### config.mk
export PLATFORM = sky130hd
export DESIGN_NAME = time_disp_scan
export DESIGN_NICKNAME = d
export VERILOG_FILES = /design/src/rtl/clock_disp_pkg.sv /design/src/rtl/seg7_dec.sv /design/src/rtl/time_disp_scan.sv
export SDC_FILE = /design/constraint.sdc
export NUM_CORES = 1
export LEC_CHECK = 0
export CAP_MARGIN = 20
export CORE_UTILIZATION = 34
export CTS_CLUSTER_SIZE = 10
export DETAILED_ROUTE_END_ITERATION = 12
export PLACE_DENSITY_LB_ADDON = 0.12
export REMOVE_ABC_BUFFERS = 1
export SYNTH_ARGS = -nofsm -noshare
export SYNTH_HDL_FRONTEND = slang
export SYNTH_SLANG_ARGS = --single-unit
export TNS_END_PERCENT = 30
### constraint.sdc
create_clock -name CLK -period 2.5 [get_ports CLK]
set_input_delay 0.5 -clock CLK [delete_from_list [all_inputs] [get_ports CLK]]
set_output_delay 0.5 -clock CLK [all_outputs]
set_load 0.01 [all_outputs]
### src/rtl/clock_disp_pkg.sv
// Shared constants for the clock display path.
//   - active-low 7-segment glyphs (bit order g,f,e,d,c,b,a)
//   - BLINK_SEL field encodings
//   - digit slot indices, leftmost (hour tens) first
package clock_disp_pkg;

    localparam logic [6:0] SEG_0    = 7'b1000000;
    localparam logic [6:0] SEG_1    = 7'b1111001;
    localparam logic [6:0] SEG_2    = 7'b0100100;
    localparam logic [6:0] SEG_3    = 7'b0110000;
    localparam logic [6:0] SEG_4    = 7'b0011001;
    localparam logic [6:0] SEG_5    = 7'b0010010;
    localparam logic [6:0] SEG_6    = 7'b0000010;
    localparam logic [6:0] SEG_7    = 7'b1111000;
    localparam logic [6:0] SEG_8    = 7'b0000000;
    localparam logic [6:0] SEG_9    = 7'b0010000;
    localparam logic [6:0] SEG_DASH = 7'b0111111;
    localparam logic [6:0] SEG_OFF  = 7'b1111111;

    typedef enum logic [1:0] {
        BLK_NONE = 2'd0,
        BLK_HOUR = 2'd1,
        BLK_MIN  = 2'd2,
        BLK_SEC  = 2'd3
    } blk_sel_e;

    localparam logic [2:0] DIG_HH   = 3'd0;
    localparam logic [2:0] DIG_HL   = 3'd1;
    localparam logic [2:0] DIG_MH   = 3'd2;
    localparam logic [2:0] DIG_ML   = 3'd3;
    localparam logic [2:0] DIG_SH   = 3'd4;
    localparam logic [2:0] DIG_SL   = 3'd5;
    localparam logic [2:0] DIG_LAST = DIG_SL;

endpackage

### src/rtl/seg7_dec.sv
// BCD to active-low 7-segment decoder. Values above 9 show a dash.
//   bcd : 4-bit digit value
//   seg : active-low segments g,f,e,d,c,b,a
module seg7_dec
    import clock_disp_pkg::*;
(
    input  logic [3:0] bcd,
    output logic [6:0] seg
);

    always_comb begin
        seg = SEG_DASH;
        case (bcd)
            4'd0: seg = SEG_0;
            4'd1: seg = SEG_1;
            4'd2: seg = SEG_2;
            4'd3: seg = SEG_3;
            4'd4: seg = SEG_4;
            4'd5: seg = SEG_5;
            4'd6: seg = SEG_6;
            4'd7: seg = SEG_7;
            4'd8: seg = SEG_8;
            4'd9: seg = SEG_9;
            default: seg = SEG_DASH;
        endcase
    end

endmodule

### src/rtl/time_disp_scan.sv
// Six-digit multiplexed common-anode display driver for the 24-hour clock.
// Snapshots the time digits once per frame, scans one digit per slot with
// leading blanking, optional hour-tens zero suppression and field blinking.
//   CLK       : system clock
//   RST       : asynchronous reset, active-low
//   HH..SL    : BCD time digits from the counter chain
//   BLINK_SEL : field to blink (none / hours / minutes / seconds)
//   DIGIT     : active-low digit enables, bit 0 = hour tens
//   SEG       : active-low segments, [7]=dp, [6:0]=g..a
module time_disp_scan
    import clock_disp_pkg::*;
#(
    parameter int SCAN_DIV     = 50000,
    parameter int BLANK_CYC    = 2,
    parameter int BLINK_FRAMES = 128,
    parameter int LZB          = 1
) (
    input  logic       CLK,
    input  logic       RST,
    input  logic [1:0] HH,
    input  logic [3:0] HL,
    input  logic [2:0] MH,
    input  logic [3:0] ML,
    input  logic [2:0] SH,
    input  logic [3:0] SL,
    input  logic [1:0] BLINK_SEL,
    output logic [5:0] DIGIT,
    output logic [7:0] SEG
);

    localparam int PW = (SCAN_DIV > 1) ? $clog2(SCAN_DIV) : 1;
    localparam int FW = (BLINK_FRAMES > 1) ? $clog2(BLINK_FRAMES) : 1;
    localparam logic [PW-1:0] PC_LAST  = PW'(SCAN_DIV - 1);
    localparam logic [PW-1:0] PC_BLANK = PW'(BLANK_CYC);
    localparam logic [FW-1:0] FR_LAST  = FW'(BLINK_FRAMES - 1);

    logic [PW-1:0] pc;
    logic [2:0]    idx;
    logic [1:0]    snap_hh;
    logic [3:0]    snap_hl;
    logic [2:0]    snap_mh;
    logic [3:0]    snap_ml;
    logic [2:0]    snap_sh;
    logic [3:0]    snap_sl;
    blk_sel_e      sel_q;
    logic [FW-1:0] fcnt;
    logic          phase;

    logic          slot_end;
    logic          frame_end;
    logic          frame_start;
    logic          sel_chg;
    logic [3:0]    cur_bcd;
    logic [6:0]    dec_seg;
    logic          dp_n;
    logic [1:0]    sel_pair;
    logic          blink_hit;
    logic          lz_hit;
    logic [5:0]    digit_d;
    logic [7:0]    seg_d;

    assign slot_end    = (pc == PC_LAST);
    assign frame_end   = slot_end && (idx == DIG_LAST);
    assign frame_start = (pc == '0) && (idx == DIG_HH);
    assign sel_chg     = (BLINK_SEL != sel_q);

    always_ff @(posedge CLK or negedge RST) begin
        if (!RST) begin
            pc  <= '0;
            idx <= DIG_HH;
        end else if (slot_end) begin
            pc  <= '0;
            idx <= (idx == DIG_LAST) ? DIG_HH : idx + 3'd1;
        end else begin
            pc  <= pc + 1'b1;
        end
    end

    // Loaded during the first (always blanked) cycle of the frame, so the
    // whole frame is drawn from one consistent time value.
    always_ff @(posedge CLK or negedge RST) begin
        if (!RST) begin
            snap_hh <= '0;
            snap_hl <= '0;
            snap_mh <= '0;
            snap_ml <= '0;
            snap_sh <= '0;
            snap_sl <= '0;
        end else if (frame_start) begin
            snap_hh <= HH;
            snap_hl <= HL;
            snap_mh <= MH;
            snap_ml <= ML;
            snap_sh <= SH;
            snap_sl <= SL;
        end
    end

    // A selection change restarts the blink cycle in the visible phase so
    // the newly chosen field is never dark right after being picked.
    always_ff @(posedge CLK or negedge RST) begin
        if (!RST) begin
            sel_q <= BLK_NONE;
            fcnt  <= '0;
            phase <= 1'b0;
        end else begin
            sel_q <= blk_sel_e'(BLINK_SEL);
            if (sel_chg) begin
                fcnt  <= '0;
                phase <= 1'b0;
            end else if (frame_end) begin
                if (fcnt == FR_LAST) begin
                    fcnt  <= '0;
                    phase <= ~phase;
                end else begin
                    fcnt  <= fcnt + 1'b1;
                end
            end
        end
    end

    always_comb begin
        cur_bcd = 4'd0;
        case (idx)
            DIG_HH:  cur_bcd = {2'b00, snap_hh};
            DIG_HL:  cur_bcd = snap_hl;
            DIG_MH:  cur_bcd = {1'b0, snap_mh};
            DIG_ML:  cur_bcd = snap_ml;
            DIG_SH:  cur_bcd = {1'b0, snap_sh};
            DIG_SL:  cur_bcd = snap_sl;
            default: cur_bcd = 4'd0;
        endcase
    end

    seg7_dec u_dec (
        .bcd (cur_bcd),
        .seg (dec_seg)
    );

    // Slots pair up as (0,1)=hours, (2,3)=minutes, (4,5)=seconds, so the
    // selected pair is BLINK_SEL-1 compared against idx[2:1].
    assign sel_pair  = sel_q - 2'd1;
    assign blink_hit = phase && (sel_q != BLK_NONE) && (sel_pair == idx[2:1]);
    assign lz_hit    = (LZB != 0) && (idx == DIG_HH) && (snap_hh == 2'd0);
    assign dp_n      = !((idx == DIG_HL) || (idx == DIG_ML));

    always_comb begin
        digit_d = 6'h3F;
        seg_d   = 8'hFF;
        if (pc >= PC_BLANK) begin
            digit_d = ~(6'b000001 << idx);
            if (lz_hit) begin
                seg_d = 8'hFF;
            end else if (blink_hit) begin
                seg_d = {dp_n, SEG_OFF};
            end else begin
                seg_d = {dp_n, dec_seg};
            end
        end
    end

    always_ff @(posedge CLK or negedge RST) begin
        if (!RST) begin
            DIGIT <= 6'h3F;
            SEG   <= 8'hFF;
        end else begin
            DIGIT <= digit_d;
            SEG   <= seg_d;
        end
    end

endmodule

# Word level (Yosys, flattened, before mapping)
# Memory sizes are Yosys's and may differ from the RTL's.
# Cells that the tools add are included.
# totals
out_inout_bits	14
mem_bits_ro	112
regBits	63
mem_count	1
inputBits	24
word_cells	58
# classes
n_eq_ne	9
n_shift	1
n_mux	13
bitwise	2
magnitude_cmp	1
n_addsub	4
reduce_logical	14
# memory_table
memory	depth	width	rd	rd_ports_with_merged_regs	write_ports	line_no	text
(no name shown)	16	7	1	0	0	seg7_dec.sv:13	case (bcd)
# op_table
operator	count
7-bit 2-to-1 mux	4
4-bit case mux with 6 select lines	1
16-bit by 1-bit adder with 16-bit output (second input constant)	1
16-bit == test (second input constant)	1
16-bit by 2-bit greater-or-equal comparator with 1-bit output (second input constant)	1
16-bit zero test	1
16-bit 2-to-1 mux	1
8-bit 2-to-1 mux	2
7-bit by 1-bit adder with 7-bit output (second input constant)	1
7-bit == test (second input constant)	1
3-bit by 2-bit == test with 1-bit output (second input constant)	2
3-bit == test (second input constant)	2
6-bit 2-to-1 mux	1
6-bit NOT	1
2-bit nonzero test	3
1-bit by 3-bit left shift with 6-bit output (first input constant)	1
1-bit logical AND	5
3-bit by 1-bit adder with 3-bit output (second input constant)	1
3-bit by 1-bit == test with 1-bit output (second input constant)	1
3-bit zero test	1
1-bit 2-to-1 mux	3
3-bit 2-to-1 mux	1
2-bit == test	1
2-bit zero test	1
6 further kinds	6

# Logic depth before layout (Yosys ltp)
# logic_depth
ltp_word	6
ltp_mapped	11
mapped_depth_nobuf	9

# Cells and area by module
# Synthesis repeated with hierarchy kept, for this count alone.
# hier_totals
hier_cells	298
hier_area_um2	3139.3
# by_module_without_submodules
module	seq_area_each_um2	cells_each	instances	area_each_um2
time_disp_scan	1594.0	265	1	2934.1
seg7_dec	0.0	33	1	205.2

# Least setup slack after synthesis
# OpenSTA, ideal clock, no wires.
# synth_path
path_type	flip-flop to flip-flop
from	register idx[1]
to	register SEG[0]
period_less_slack_ns	2.254
path_stages_with_launch	11
n_path_buf	2
arrival_ns	2.164
setup_ns	0.090
required_ns	2.410
path_slack_ns	0.246
cell_sequence	dfrtp_1 -> buf_1 -> and2_1 -> ha_1 -> clkbuf_1 -> a22oi_1 -> nand3_1 -> inv_1 -> ha_1 -> nor4_1 -> o31ai_1
# synth_between
elab_chain_cells	6
word_cells_on_any_way	14
cone_classes	6 x eq/ne; 4 x mux; 3 x reduce/logical; 1 x memory
# synth_lines
item	line_no	text
from (decl)	time_disp_scan.sv:38	logic [2:0] idx;
from (signal assigned)	time_disp_scan.sv:73	idx <= (idx == DIG_LAST) ? DIG_HH : idx + 3'd1;
3-bit == test, or another cell as far along	time_disp_scan.sv:124	case (idx)
4-bit case mux with 6 select lines	time_disp_scan.sv:124	
memory read 16 x 7 bit	--	
7-bit 2-to-1 mux	time_disp_scan.sv:154	end else if (blink_hit) begin
8-bit 2-to-1 mux (*)	time_disp_scan.sv:152	if (lz_hit) begin
8-bit 2-to-1 mux (*)	time_disp_scan.sv:150	if (pc >= PC_BLANK) begin
named net seg_d[0]	time_disp_scan.sv:60	logic [7:0] seg_d;
to (signal assigned)	time_disp_scan.sv:168	SEG <= seg_d;
to (decl)	time_disp_scan.sv:28	output logic [7:0] SEG
# Mark *: on every way through the listed nets, which the timed path passes. The rest lies on a longest branch.
# A chain may end at the register's enable or synchronous reset.

# Worst setup path in the final report
# Same ends and word-level chain as after synthesis.

==> impl_results.md <==
- Critical path's largest stage delay: 0.53 ns
- Worst Setup Path Type: flip-flop to flip-flop
- Vias in the first global route: 2185
- Max Clk Rate: 0.4335 GHz
- CTS Buffer Depth: 2
- Crit end category: flip-flop
- Die Y: 97.75 um
- CP most frequent cell: ha_1
- Asr flop ratio synth: 100.0%
- Pwr Density: 539.2 mW/mm^2
- Fillers: 844
- Peak VDD IR: 0.0002574 V
- Die area: 0.009554 mm^2
- Mean Syn Cell Area: 11.63 um^2
- Std cell rows: 34
- Fin crit share: 92.26%
- Largest area contributor in the netlist: dfrtp_1
- Pin count of the biggest net entering global routing: 39
- Worst setup SP type: flip-flop
- WP data required: 2.75 ns
- Clock Tree Root: clkbuf_8
- Design Area, Final: 0.003825 mm^2
- Final worst setup slack: 0.1934 ns
- GRT Total Usage: 14.98%
- Syn. warnings: 0
- TritonCTS buffer count: 9
- Post-CTS Setup Inserts: 0
- Most numerous cell in the Yosys netlist: dfrtp_1
- Initial antenna violation count: 0
- Worst Clk Skew: 0.01213 ns
- DP Area: 0.003626 mm^2
- Core area: 0.008806 mm^2
- 1st-iter DRT viols: 101
- Synth top area cells: dfrtp_1, dfstp_2, mux2_4
- Mean number of vias per cell: 4.998
- Slowest cell on the critical path: dfrtp_1
- MaxCap Viol Count: 0
- Data arrival, critical path: 2.56 ns
- CTS sink count: 63
- Cell variety after synth: 49
- Worst-Margin Slew: 0.5770 ns
- Port Buf Inserts: 37
- Tmin final: 2.307 ns
- First-pass GRT wire length: 11.06 mm
- Initial Utilization: 35.39%
- Placed Instances: 410
- CTS Hold Bufs: 0
- I/O pins: 38
- Failing checks: design-rule violations
- H-Tree Depth: 3
- Rel. slew slack: 61.53%
- Drt drc: 8
- HPWL after DPL: 4.481 mm
- Die width: 97.75 um
- List of most frequent post-synthesis cells: dfrtp_1, nor2_1, mux2_4
- Area delta synth->final: 22.72%
- First-pass iteration count of the detailed router: 10
- Fin nets: 348
- Post-route ant nets: 0
- RSZ-0062 raised after global routing: no
- Total gr overflow: 0
- Routability cong.: 0.8200
- Final setup fails: 0
- Clk Latency, worst-skew pair: 0.34 ns
- Pre-CTS setup slack: 0.2234 ns
- Yosys top cell area share: 39.34%
- Mapped Area: 0.003117 mm^2
- Max Slew Vio Count: 0
- Fin. Hold Viols: 0
- Share of cells above drive strength 1: 20.75%
- Sequential share of the synthesized area: 51.14%
- Status: finished with violations
- Routed WL: 6.260 mm
- Static leakage: 0.001725 uW
- Clock edge transition at the registers on the reported setup and hold paths: 0.07 ns
- Total power: 2062 uW
- Hold WC Path Type: input pin to async pin
- Fin Setup TNS: 0 ns
- CP cell instances: and2_1 -> ha_1 -> a22oi_1 -> nand3_1 -> inv_1 -> ha_1 -> nor4_1 -> o31ai_1
- Final non-filler cell total: 426
- Largest fanout on the critical path: 10
- N_diodes: 0
- Post-synth EDFFs: 0
- Post-Synthesis Cells: 268
- Via count: 2129
- Routed length per instance: 14.69 um
- FF+latch count, synth: 63
- Top FF cell, synth: dfrtp_1
- CTS tree: done
final timing paths:
path                                       to  cells after the start               start  slack (ns)
setup reg to reg             SEG[0]$_DFF_PN1_                      8  idx[1]$_DFFE_PN0N_        0.19
min in group CLK              pc[0]$_DFF_PN0_                      1     pc[0]$_DFF_PN0_        0.48
hold / removal             sel_q[1]$_DFF_PN0_                      1                 RST        0.16
max in group asynchronous  DIGIT[2]$_DFF_PN1_                      2                 RST        1.68
hold reg to reg               pc[0]$_DFF_PN0_                      1     pc[0]$_DFF_PN0_        0.48
setup / recovery             SEG[0]$_DFF_PN1_                      8  idx[1]$_DFFE_PN0N_        0.19
timing repair:
item,CTS,global route
endpoints found under the hold margin,0,0
gates resized for setup,0,1
setup endpoints to repair,0,2
state kept, by name, summed over array words and instances (netlist names):
name and cells:
DIGIT 6, snap_mh 3, fcnt 7, snap_hl 4
snap_sl 4, SEG 8, phase 1, snap_ml 4
snap_hh 2, sel_q 2, idx 3, snap_sh 3
pc 16
final cells by class:
cell class | count | area (um^2) | area share (%)
multi-input combinational | 187 | 1440 | 37.65
inverter | 8 | 30.03 | 0.7851
clock inverter | 3 | 15.01 | 0.3925
clock buffer | 13 | 180.2 | 4.711
tap | 108 | 135.1 | 3.533
sequential | 63 | 1594 | 41.67
timing repair buffer | 44 | 430.4 | 11.25
power breakdown:
| part | switching [uW] | internal, uW |
|---|---|---|
| clock | 382 | 470 |
| sequential | 17.7 | 1050 |
| combinational | 57.1 | 84.7 |
metal layers:
layer	up-vias	wire (um)	track usage, %
li1	1030	-	-
met1	1046	3207	20.60
met2	45	2702	21.82
met3	8	242	4.868
met4	0	108	5.944
met5	-	0	0
cell families after synthesis:
kind of cell,count (synthesis),synth area share [%]
compound gates,25,5.781
xor+xnor,26,7.306
fa+ha+maj,11,4.416
buf+inv,18,2.770
flops,63,51.14
mux,27,11.92
simple gates,98,16.66
layout by cell type (no fill, tap or decap), drive strengths merged, types with 10 or more instances in the layout:
cell type	instances
ha	11
clkbuf	13
nor2	26
nor3	10
xor2	12
xnor2	14
mux2	21
nand2	15
dfstp	14
nand3	14
dfrtp	49
clkdlybuf4s50	36
metrics by stage:
| stage | util [%] | hold WS, ns |
|---|---|---|
| 2_1_floorplan | - | 0.2044 |
| 3_3_place_gp | 41.18 | 0.4771 |
| 3_5_place_dp | 41.18 | 0.4730 |
| 4_1_cts | 43.39 | 0.1646 |
| 5_1_grt | 43.44 | 0.1867 |
| 6_report | 43.44 | 0.1552 |
critical path, delay by kind of cell, from the launching register on:
kind | cells | cell delay [ns]
buffers and inverters | 1 | 0.14
adder cells (fa/ha/maj) | 2 | 0.55
AO/OA/AOI/OAI | 2 | 0.27
flip-flops | 1 | 0.53
AND/OR/NAND/NOR | 3 | 0.73
No activity file was read; power rests on OpenSTA's default activity.
